[config.mk]
export PLATFORM = sky130hd
export DESIGN_NAME = jk_ff_bank_flat
export DESIGN_NICKNAME = d
export VERILOG_FILES = /design/src/rtl/jk_ff_bank_pkg.sv /design/src/rtl/jk_ff_bank_if.sv /design/src/rtl/jk_ff_bank_cell.sv /design/src/rtl/jk_ff_bank.sv /design/src/flat_wrapper.sv
export SDC_FILE = /design/constraint.sdc
export NUM_CORES = 1
export LEC_CHECK = 0
export CORE_UTILIZATION = 34
export CTS_BUF_LIST = sky130_fd_sc_hd__clkbuf_16
export DETAILED_ROUTE_END_ITERATION = 8
export PLACE_DENSITY = 0.72
export SETUP_SLACK_MARGIN = 0.05
export SLEW_MARGIN = 0
export SYNTH_ARGS = -nofsm -noshare
export SYNTH_HDL_FRONTEND = slang
export SYNTH_SLANG_ARGS = --single-unit
export TNS_END_PERCENT = 30
[constraint.sdc]
create_clock -name clk -period 1.23 [get_ports clk]
set_input_delay 0.123 -clock clk [delete_from_list [all_inputs] [get_ports clk]]
set_output_delay 0.123 -clock clk [all_outputs]
set_load 0.05 [all_outputs]
[src/rtl/jk_ff_bank_pkg.sv]
// Shared definitions for the JK flip-flop bank.
// Contents:
//   MODE_*      - runtime mode select encodings for the bank
//   jk_cmd_e    - per-cell {j,k} command encodings
//   jk_next()   - next-state function of a single JK cell
package jk_pkg;

  localparam logic [1:0] MODE_JK  = 2'b00;
  localparam logic [1:0] MODE_D   = 2'b01;
  localparam logic [1:0] MODE_T   = 2'b10;
  localparam logic [1:0] MODE_CNT = 2'b11;

  // {j,k} as seen by one cell
  typedef enum logic [1:0] {
    JK_HOLD   = 2'b00,
    JK_RESET  = 2'b01,
    JK_SET    = 2'b10,
    JK_TOGGLE = 2'b11
  } jk_cmd_e;

  // Characteristic equation of a JK flip-flop
  function automatic logic jk_next(input logic [1:0] cmd, input logic q);
    logic nxt;
    case (cmd)
      JK_HOLD:   nxt = q;
      JK_RESET:  nxt = 1'b0;
      JK_SET:    nxt = 1'b1;
      JK_TOGGLE: nxt = ~q;
      default:   nxt = q;
    endcase
    return nxt;
  endfunction

endpackage

[src/rtl/jk_ff_bank_if.sv]
// Control/status bundle of the JK flip-flop bank.
// Signals:
//   en    - clock enable (0 = hold)
//   mode  - 00 JK, 01 D, 10 T, 11 COUNT
//   j, k  - per-bit inputs (j doubles as D / T data)
//   q     - registered state, qb = ~q
//   tc    - terminal count flag
//   chg   - registered per-bit change flags
// Modports: master drives controls and observes state; slave is the bank.
interface jk_ff_bank_if #(
  parameter int WIDTH = 4
) ();

  logic             en;
  logic [1:0]       mode;
  logic [WIDTH-1:0] j;
  logic [WIDTH-1:0] k;
  logic [WIDTH-1:0] q;
  logic [WIDTH-1:0] qb;
  logic             tc;
  logic [WIDTH-1:0] chg;

  modport master (
    output en, mode, j, k,
    input  q, qb, tc, chg
  );

  modport slave (
    input  en, mode, j, k,
    output q, qb, tc, chg
  );

endinterface

[src/rtl/jk_ff_bank_cell.sv]
// Single JK storage cell with synchronous active-low reset and preset.
// Ports:
//   clk    - clock, rising edge
//   rst    - synchronous reset, active low, loads RST_VAL
//   set    - synchronous preset, active low, loads 1 (rst has priority)
//   en     - clock enable, 0 = hold
//   j, k   - JK inputs
//   q      - registered state
//   q_nxt  - value q takes at the next edge (used by the parent for chg)
module jk_cell
  import jk_pkg::*;
#(
  parameter logic RST_VAL = 1'b0
) (
  input  logic clk,
  input  logic rst,
  input  logic set,
  input  logic en,
  input  logic j,
  input  logic k,
  output logic q,
  output logic q_nxt
);

  // Next-state selection in priority order: reset, preset, enable, JK
  always_comb begin
    q_nxt = q;
    if (!rst) begin
      q_nxt = RST_VAL;
    end else if (!set) begin
      q_nxt = 1'b1;
    end else if (!en) begin
      q_nxt = q;
    end else begin
      q_nxt = jk_next({j, k}, q);
    end
  end

  // State register
  always_ff @(posedge clk) begin
    if (!rst) begin
      q <= RST_VAL;
    end else begin
      q <= q_nxt;
    end
  end

endmodule

[src/rtl/jk_ff_bank.sv]
// Bank of WIDTH JK cells with runtime mode select (JK, D, T, binary count).
// Ports:
//   clk  - clock, rising edge
//   rst  - synchronous reset, active low, loads RST_VAL and clears chg
//   set  - synchronous preset, active low, loads all ones
//   bus  - slave side of jk_ff_bank_if (en, mode, j, k / q, qb, tc, chg)
// Every mode is mapped onto per-cell J/K so the cells stay identical.
module jk_ff_bank
  import jk_pkg::*;
#(
  parameter int               WIDTH   = 4,
  parameter logic [WIDTH-1:0] RST_VAL = {WIDTH{1'b0}}
) (
  input  logic         clk,
  input  logic         rst,
  input  logic         set,
  jk_ff_bank_if.slave  bus
);

  logic [WIDTH-1:0] q_s;
  logic [WIDTH-1:0] q_nxt_s;
  logic [WIDTH-1:0] cell_j_s;
  logic [WIDTH-1:0] cell_k_s;
  logic [WIDTH-1:0] carry_s;
  logic [WIDTH-1:0] chg_r;

  // Counter carry chain: bit i toggles when all lower bits are one
  assign carry_s[0] = 1'b1;
  for (genvar i = 1; i < WIDTH; i++) begin : g_carry
    assign carry_s[i] = carry_s[i-1] & q_s[i-1];
  end

  // Map the selected mode onto per-bit J/K
  always_comb begin
    cell_j_s = {WIDTH{1'b0}};
    cell_k_s = {WIDTH{1'b0}};
    case (bus.mode)
      MODE_JK: begin
        cell_j_s = bus.j;
        cell_k_s = bus.k;
      end
      MODE_D: begin
        cell_j_s = bus.j;
        cell_k_s = ~bus.j;
      end
      MODE_T: begin
        cell_j_s = bus.j;
        cell_k_s = bus.j;
      end
      MODE_CNT: begin
        cell_j_s = carry_s;
        cell_k_s = carry_s;
      end
      default: begin
        cell_j_s = {WIDTH{1'b0}};
        cell_k_s = {WIDTH{1'b0}};
      end
    endcase
  end

  for (genvar i = 0; i < WIDTH; i++) begin : g_cell
    jk_cell #(
      .RST_VAL (RST_VAL[i])
    ) u_cell (
      .clk   (clk),
      .rst   (rst),
      .set   (set),
      .en    (bus.en),
      .j     (cell_j_s[i]),
      .k     (cell_k_s[i]),
      .q     (q_s[i]),
      .q_nxt (q_nxt_s[i])
    );
  end

  // Change flags register alongside q; reset forces them clear
  always_ff @(posedge clk) begin
    if (!rst) begin
      chg_r <= {WIDTH{1'b0}};
    end else begin
      chg_r <= q_nxt_s ^ q_s;
    end
  end

  assign bus.q   = q_s;
  assign bus.qb  = ~q_s;
  assign bus.chg = chg_r;
  assign bus.tc  = (bus.mode == MODE_CNT) && bus.en && (&q_s);

endmodule

[src/flat_wrapper.sv]
// flat-port wrapper written by rule: the top's interface ports become plain ports
module jk_ff_bank_flat import jk_pkg::*;
#(
  parameter int               WIDTH   = 4,
  parameter logic [WIDTH-1:0] RST_VAL = {WIDTH{1'b0}}
)
  (clk, rst, set, bus_en, bus_mode, bus_j, bus_k, bus_q, bus_qb, bus_tc, bus_chg);
  jk_ff_bank_if #(.WIDTH(WIDTH)) bus_i ();
  input  logic clk;
  input  logic rst;
  input  logic set;
  input wire logic [$bits(bus_i.en)-1:0] bus_en;
  input wire logic [$bits(bus_i.mode)-1:0] bus_mode;
  input wire logic [$bits(bus_i.j)-1:0] bus_j;
  input wire logic [$bits(bus_i.k)-1:0] bus_k;
  output wire logic [$bits(bus_i.q)-1:0] bus_q;
  output wire logic [$bits(bus_i.qb)-1:0] bus_qb;
  output wire logic [$bits(bus_i.tc)-1:0] bus_tc;
  output wire logic [$bits(bus_i.chg)-1:0] bus_chg;
  assign bus_i.en = bus_en;
  assign bus_i.mode = bus_mode;
  assign bus_i.j = bus_j;
  assign bus_i.k = bus_k;
  assign bus_q = bus_i.q;
  assign bus_qb = bus_i.qb;
  assign bus_tc = bus_i.tc;
  assign bus_chg = bus_i.chg;
  jk_ff_bank #(.WIDTH(WIDTH), .RST_VAL(RST_VAL)) u_core (.clk(clk), .rst(rst), .set(set), .bus(bus_i));
endmodule
==> results of run 1 <==
report_power, final:
group	switching (uW)	total, uW	leakage [uW]	internal [uW]
clock	131	555	0.0000423	424
combinational	244	498	0.000407	255
sequential	23.6	308	0.0000676	285
total	399	1360	0.000517	963
flip-flops by register name, indices dropped and copies added, names as in the netlist:
| name | flops |
|---|---|
| u_core.g_cell.u_cell.q | 4 |
| u_core.bus.chg | 4 |
cell families (layout without fill, tap and decap cells):
family | count (synthesis) | count (layout) | synth area share (%)
AOI/OAI and AO/OA | 17 | 17 | 23.74
buffers and inverters | 13 | 54 | 14.05
and+or+nand+nor | 27 | 27 | 26.27
DFF | 8 | 8 | 29.49
muxes | 3 | 3 | 6.451
synthesized netlist by cell type, types with 2 or more instances:
cell type and number:
nor2_1 3, mux2i_1 2, a21oi_1 2, nand3_1 8, inv_1 4, buf_4 5
nor3_1 2, dfxtp_1 8, a21o_2 2, o21ai_1 2, nand4_1 3, nand2_1 5
worst paths after layout:
kind / slack [ns] / depth (start not counted) / start / end
setup / recovery: -0.08 / 4 / u_core.g_cell[0].u_cell.q / bus_tc
hold / removal: 0.53 / 2 / u_core.g_cell[2].u_cell.q / u_core.g_cell[2].u_cell.q
setup reg to reg: -0.06 / 5 / u_core.g_cell[0].u_cell.q / u_core.g_cell[1].u_cell.q
hold reg to reg: 0.53 / 2 / u_core.g_cell[2].u_cell.q / u_core.g_cell[2].u_cell.q
metrics by stage:
step           utilization [%]  TNS, ns
3_5_place_dp             67.69   -2.657
5_1_grt                  77.99  -0.3709
2_1_floorplan                -        0
6_report                 77.99  -0.1971
4_1_cts                  77.16  -0.1530
3_3_place_gp             67.69   -2.421
layer usage:
metal | routed length [um] | GRT usage, %
met4 | 31 | 9.677
met3 | 69 | 5.217
met1 | 790 | 26.34
met2 | 844 | 36.25
met5 | 0 | 0
cell type report:
class | count | area (sq um) | area share, %
Tap cell | 16 | 20.02 | 1.704
Clock buffer | 3 | 75.07 | 6.390
Multi-Input combinational cell | 47 | 345.3 | 29.39
Sequential cell | 8 | 166.4 | 14.16
Timing Repair Buffer | 45 | 538.0 | 45.79
Clock inverter | 1 | 3.754 | 0.3195
Inverter | 5 | 26.28 | 2.236
repair_timing:
item                       4_1_cts  5_1_grt
setup endpoints to repair        9        9
setup buffers                    5        0
pin swaps                        2        4
hold buffers                     0        0
gates resized for setup         11        3
worst max-delay path, delay by kind of cell, from the launching register on:
kind,cells,cell delay [ns]
DFF,1,0.35
buffers and inverters,1,0.14
and+or+nand+nor,3,0.46
==> flow_summary.json, run 1 <==
{
  "worst_pin_slew_ns": 0.2874,
  "grt_pass1_vias": 639,
  "final.setup.worst_slack_ns": -0.08034,
  "critPathArrivalTime_ns": 1.19,
  "crit_slowest_cell": "dfxtp_4",
  "num-fill-cells": 97,
  "async_flop_share_pct": 0,
  "grt_pass1_wl_um": 2891,
  "dp_hpwl_um": 1195,
  "maxSlewHeadroom_pct": 80.74,
  "netlist_top_cells_area": "dfxtp_1 29%, nand3_1 7.4%, buf_4 6.9%",
  "maxCapViolations": 0,
  "rows": 14,
  "worstPathRequired_ns": 1.11,
  "crit_fanout": 3,
  "final_cells": 125,
  "htreeDepth": 1,
  "synth_top_area_share_pct": 29.49,
  "worstSetupPathType": "reg2out",
  "port_buffers": 26,
  "post_drt_wl_per_cell_um": 13.89,
  "ir_worst_vdd_mv": 0.6031,
  "drt-pass1-iter-count": 4,
  "core_sq_um": 1506,
  "hold_viol_final": 0,
  "overflow": 0,
  "diodes": 0,
  "cts_tree": "done",
  "gr-usage-all-layers_pct": 21.77,
  "syn-instance-count": 68,
  "layout_common_cells": "17 x buf_4, 13 x buf_12, 11 x clkdlybuf4s50_1, 7 x nand3_1",
  "violations": "setup timing",
  "yosysWarnings": 0,
  "crit_path_max_incr_delay_ns": 0.35,
  "leakage_uw": 0.0005169,
  "design_area_sq_um": 1175,
  "grt_max_degree": 11,
  "clk_pin_slew_ns": 0.04,
  "viasPerCell": 5.144,
  "die_area_sq_um": 1761,
  "worstPathCellList": "and4_4, nand3_4, nor2_4, buf_12",
  "fin_skew_ns": 0.001090,
  "ys_seq_elements": 8,
  "setup.worst_path.start_class": "flip-flop",
  "remaining_drc_errors": 0,
  "synth_flop_cell": "dfxtp_1",
  "die_h_um": 41.97,
  "ios": 27,
  "cp-end-kind": "primary output",
  "clock-sinks": 8,
  "clock_path_buffers": 2,
  "antenna_found_initial": 0,
  "cts_made_buffers": 3,
  "timing.fmax_mhz": 763.2,
  "drive_gt1_share_pct": 45.87,
  "avgSynthCellArea_sq_um": 7.986,
  "hold_ws_ns": 0.5302,
  "num_vias": 643,
  "setup_violations": 5,
  "slew_viol_final": 0,
  "initial_core_util_pct": 36.05,
  "ant_nets": 0,
  "die_w_um": 41.97,
  "period_share_pct": 106.5,
  "rsz0062_at_grt": "true",
  "syn_nets": 82,
  "wl_um": 1736,
  "hold_class": "reg2reg",
  "area_growth_pct": 116.4,
  "dp_cells": 116,
  "cts-root-buf": "clkbuf_16",
  "power_density_nw_per_um2": 1159,
  "period_needed_ns": 1.310,
  "final_common_cell": "buf_4",
  "drtIter0Drc": 10,
  "gp_congestion": 0.7905,
  "placed_cell_area_sq_um": 1020,
  "pre_cts_slack_ns": -0.3530,
  "insertion_delay_ns": 0.23,
  "p_total_uw": 1362,
  "synth_cell_types": 34,
  "synth_enable_flop_cells": 0,
  "yosysTopAreaCell": "dfxtp_1",
  "netlist_area_sq_um": 543.0,
  "nets": 124,
  "yosysSeqAreaShare_pct": 29.49,
  "outcome": "finished with violations"
}
No activity file was read; power rests on OpenSTA's default activity.
==> run 2, diff against run 1 <==
--- a/config.mk
+++ b/config.mk
@@ -8,6 +8,7 @@
 export CORE_UTILIZATION = 34
 export CTS_BUF_LIST = sky130_fd_sc_hd__clkbuf_16
 export DETAILED_ROUTE_END_ITERATION = 8
+export GPL_TIMING_DRIVEN = 0
 export PLACE_DENSITY = 0.72
 export SETUP_SLACK_MARGIN = 0.05
 export SLEW_MARGIN = 0
==> flow_summary.json, run 2 (synthesis gave the netlist of run 1 again) <==
{
  "ios": 27,
  "nets": 118,
  "slew_viol_final": 0,
  "gr-usage-all-layers_pct": 16.35,
  "rows": 14,
  "htreeDepth": 1,
  "drive_gt1_share_pct": 36.89,
  "clock_path_buffers": 2,
  "wl_um": 1403,
  "port_buffers": 25,
  "cp-end-kind": "primary output",
  "leakage_uw": 0.0004257,
  "cts-root-buf": "clkbuf_16",
  "fin_skew_ns": 0.003708,
  "diodes": 0,
  "num-fill-cells": 140,
  "gp_congestion": 0.8077,
  "grt_pass1_vias": 508,
  "worstPathCellList": "and4_4, nand3_4, nor2_4, buf_6",
  "power_density_nw_per_um2": 1274,
  "clk_pin_slew_ns": 0.04,
  "worst-r2r-cell-count": 5,
  "period_needed_ns": 1.342,
  "p_total_uw": 1218,
  "drtIter0Drc": 28,
  "ant_nets": 0,
  "crit_fanout": 4,
  "hold_class": "in2reg",
  "rr_startpoint": "u_core.g_cell[0].u_cell.q",
  "worstPathRequired_ns": 1.11,
  "die_h_um": 41.97,
  "final_common_cell": "buf_4",
  "viasPerCell": 5.303,
  "crit_slowest_cell": "dfxtp_4",
  "die_w_um": 41.97,
  "grt_pass1_wl_um": 2173,
  "die_area_sq_um": 1761,
  "initial_core_util_pct": 36.05,
  "violations": "setup timing",
  "antenna_found_initial": 0,
  "min_path_cells": 2,
  "remaining_drc_errors": 0,
  "ir_worst_vdd_mv": 0.5771,
  "crit_path_max_incr_delay_ns": 0.35,
  "crit_path_end": "bus_tc",
  "outcome": "finished with violations",
  "hold_viol_final": 0,
  "period_share_pct": 109.1,
  "num_vias": 631,
  "rsz0062_at_grt": "true",
  "crit_start": "u_core.g_cell[1].u_cell.q",
  "core_sq_um": 1506,
  "layout_common_cells": "12 x buf_4, 10 x clkdlybuf4s50_1, 7 x nand3_1",
  "area_growth_pct": 76.04,
  "setup_violations": 2,
  "dp_cells": 109,
  "cts_tree": "done",
  "worstSetupPathType": "reg2out",
  "reg2reg_to": "u_core.g_cell[1].u_cell.q",
  "critPathArrivalTime_ns": 1.22,
  "cts_made_buffers": 3,
  "post_drt_wl_per_cell_um": 11.79,
  "grt_max_degree": 11,
  "dp_hpwl_um": 988.3,
  "overflow": 0,
  "drt-pass1-iter-count": 4,
  "timing.fmax_mhz": 745.3,
  "final.setup.worst_slack_ns": -0.1117,
  "clock-sinks": 8,
  "final_cells": 119,
  "rrSetupSlack_ns": -0.01,
  "worst_pin_slew_ns": 0.4812,
  "insertion_delay_ns": 0.23,
  "maxSlewHeadroom_pct": 68.05,
  "maxCapViolations": 0,
  "setup.worst_path.start_class": "flip-flop"
}
==> run 2: metrics by stage <==
step	utilization, %	setup TNS, ns	setup slack, ns	hold slack (ns)	instance area, sq um
6_report	63.46	-0.1199	-0.1117	0.3075	955.9
3_3_place_gp	55.23	-4.297	-0.8980	0.5295	832.0
2_1_floorplan	-	0	0.03971	0.2559	561.8
5_1_grt	63.46	-0.2588	-0.1541	0.3477	955.9
4_1_cts	60.63	-0.1686	-0.1686	0.3031	913.4
3_5_place_dp	55.23	-4.299	-0.8978	0.5341	832.0
==> run 2: area by class of cell <==
type / count / area (sq um) / share of cell area [%]
clock inverter: 1 / 3.754 / 0.3927
sequential: 8 / 168.9 / 17.67
multi-input combinational: 47 / 332.8 / 34.82
timing repair buffer: 31 / 265.3 / 27.75
inverter: 5 / 26.28 / 2.749
tap: 16 / 20.02 / 2.094
buffer: 8 / 63.81 / 6.675
clock buffer: 3 / 75.07 / 7.853
==> run 2: worst min path at each step <==
stage | end | slack [ns] | from
final | u_core.g_cell[2].u_cell.q | 0.31 | set
after CTS | u_core.g_cell[2].u_cell.q | 0.30 | set
after global routing | u_core.g_cell[2].u_cell.q | 0.35 | set
after floorplan | u_core.bus.chg[3] | 0.26 | rst
after global placement | u_core.g_cell[2].u_cell.q | 0.53 | set
after detailed placement | u_core.g_cell[2].u_cell.q | 0.53 | set
==> run 2: layer usage <==
metal / GRT usage, % / wire length, um / vias to the layer above
met3: 2.609 / 81 / 2
li1: - / - / 316
met2: 25.31 / 685 / 26
met5: 0 / 0 / -
met1: 21.24 / 620 / 287
met4: 9.677 / 16 / 0
==> run 2: where the power goes <==
part | internal, uW | switching [uW]
sequential | 284 | 17.1
combinational | 150 | 218
clock | 423 | 126
==> run 2: worst max-delay path: cells and delay by family, from the launching register on <==
family | cells | cell delay (ns)
and+or+nand+nor | 3 | 0.48
buffers and inverters | 1 | 0.16
DFF | 1 | 0.35
==> run 2: what timing repair did <==
item / 4_1_cts / 5_1_grt
resized for setup: 54 / 15
endpoints found under the setup margin: 21 / 11
hold endpoints to repair: 0 / 0
hold buffers: 0 / 0
setup buffers: 0 / 6
pin swaps: 2 / 4
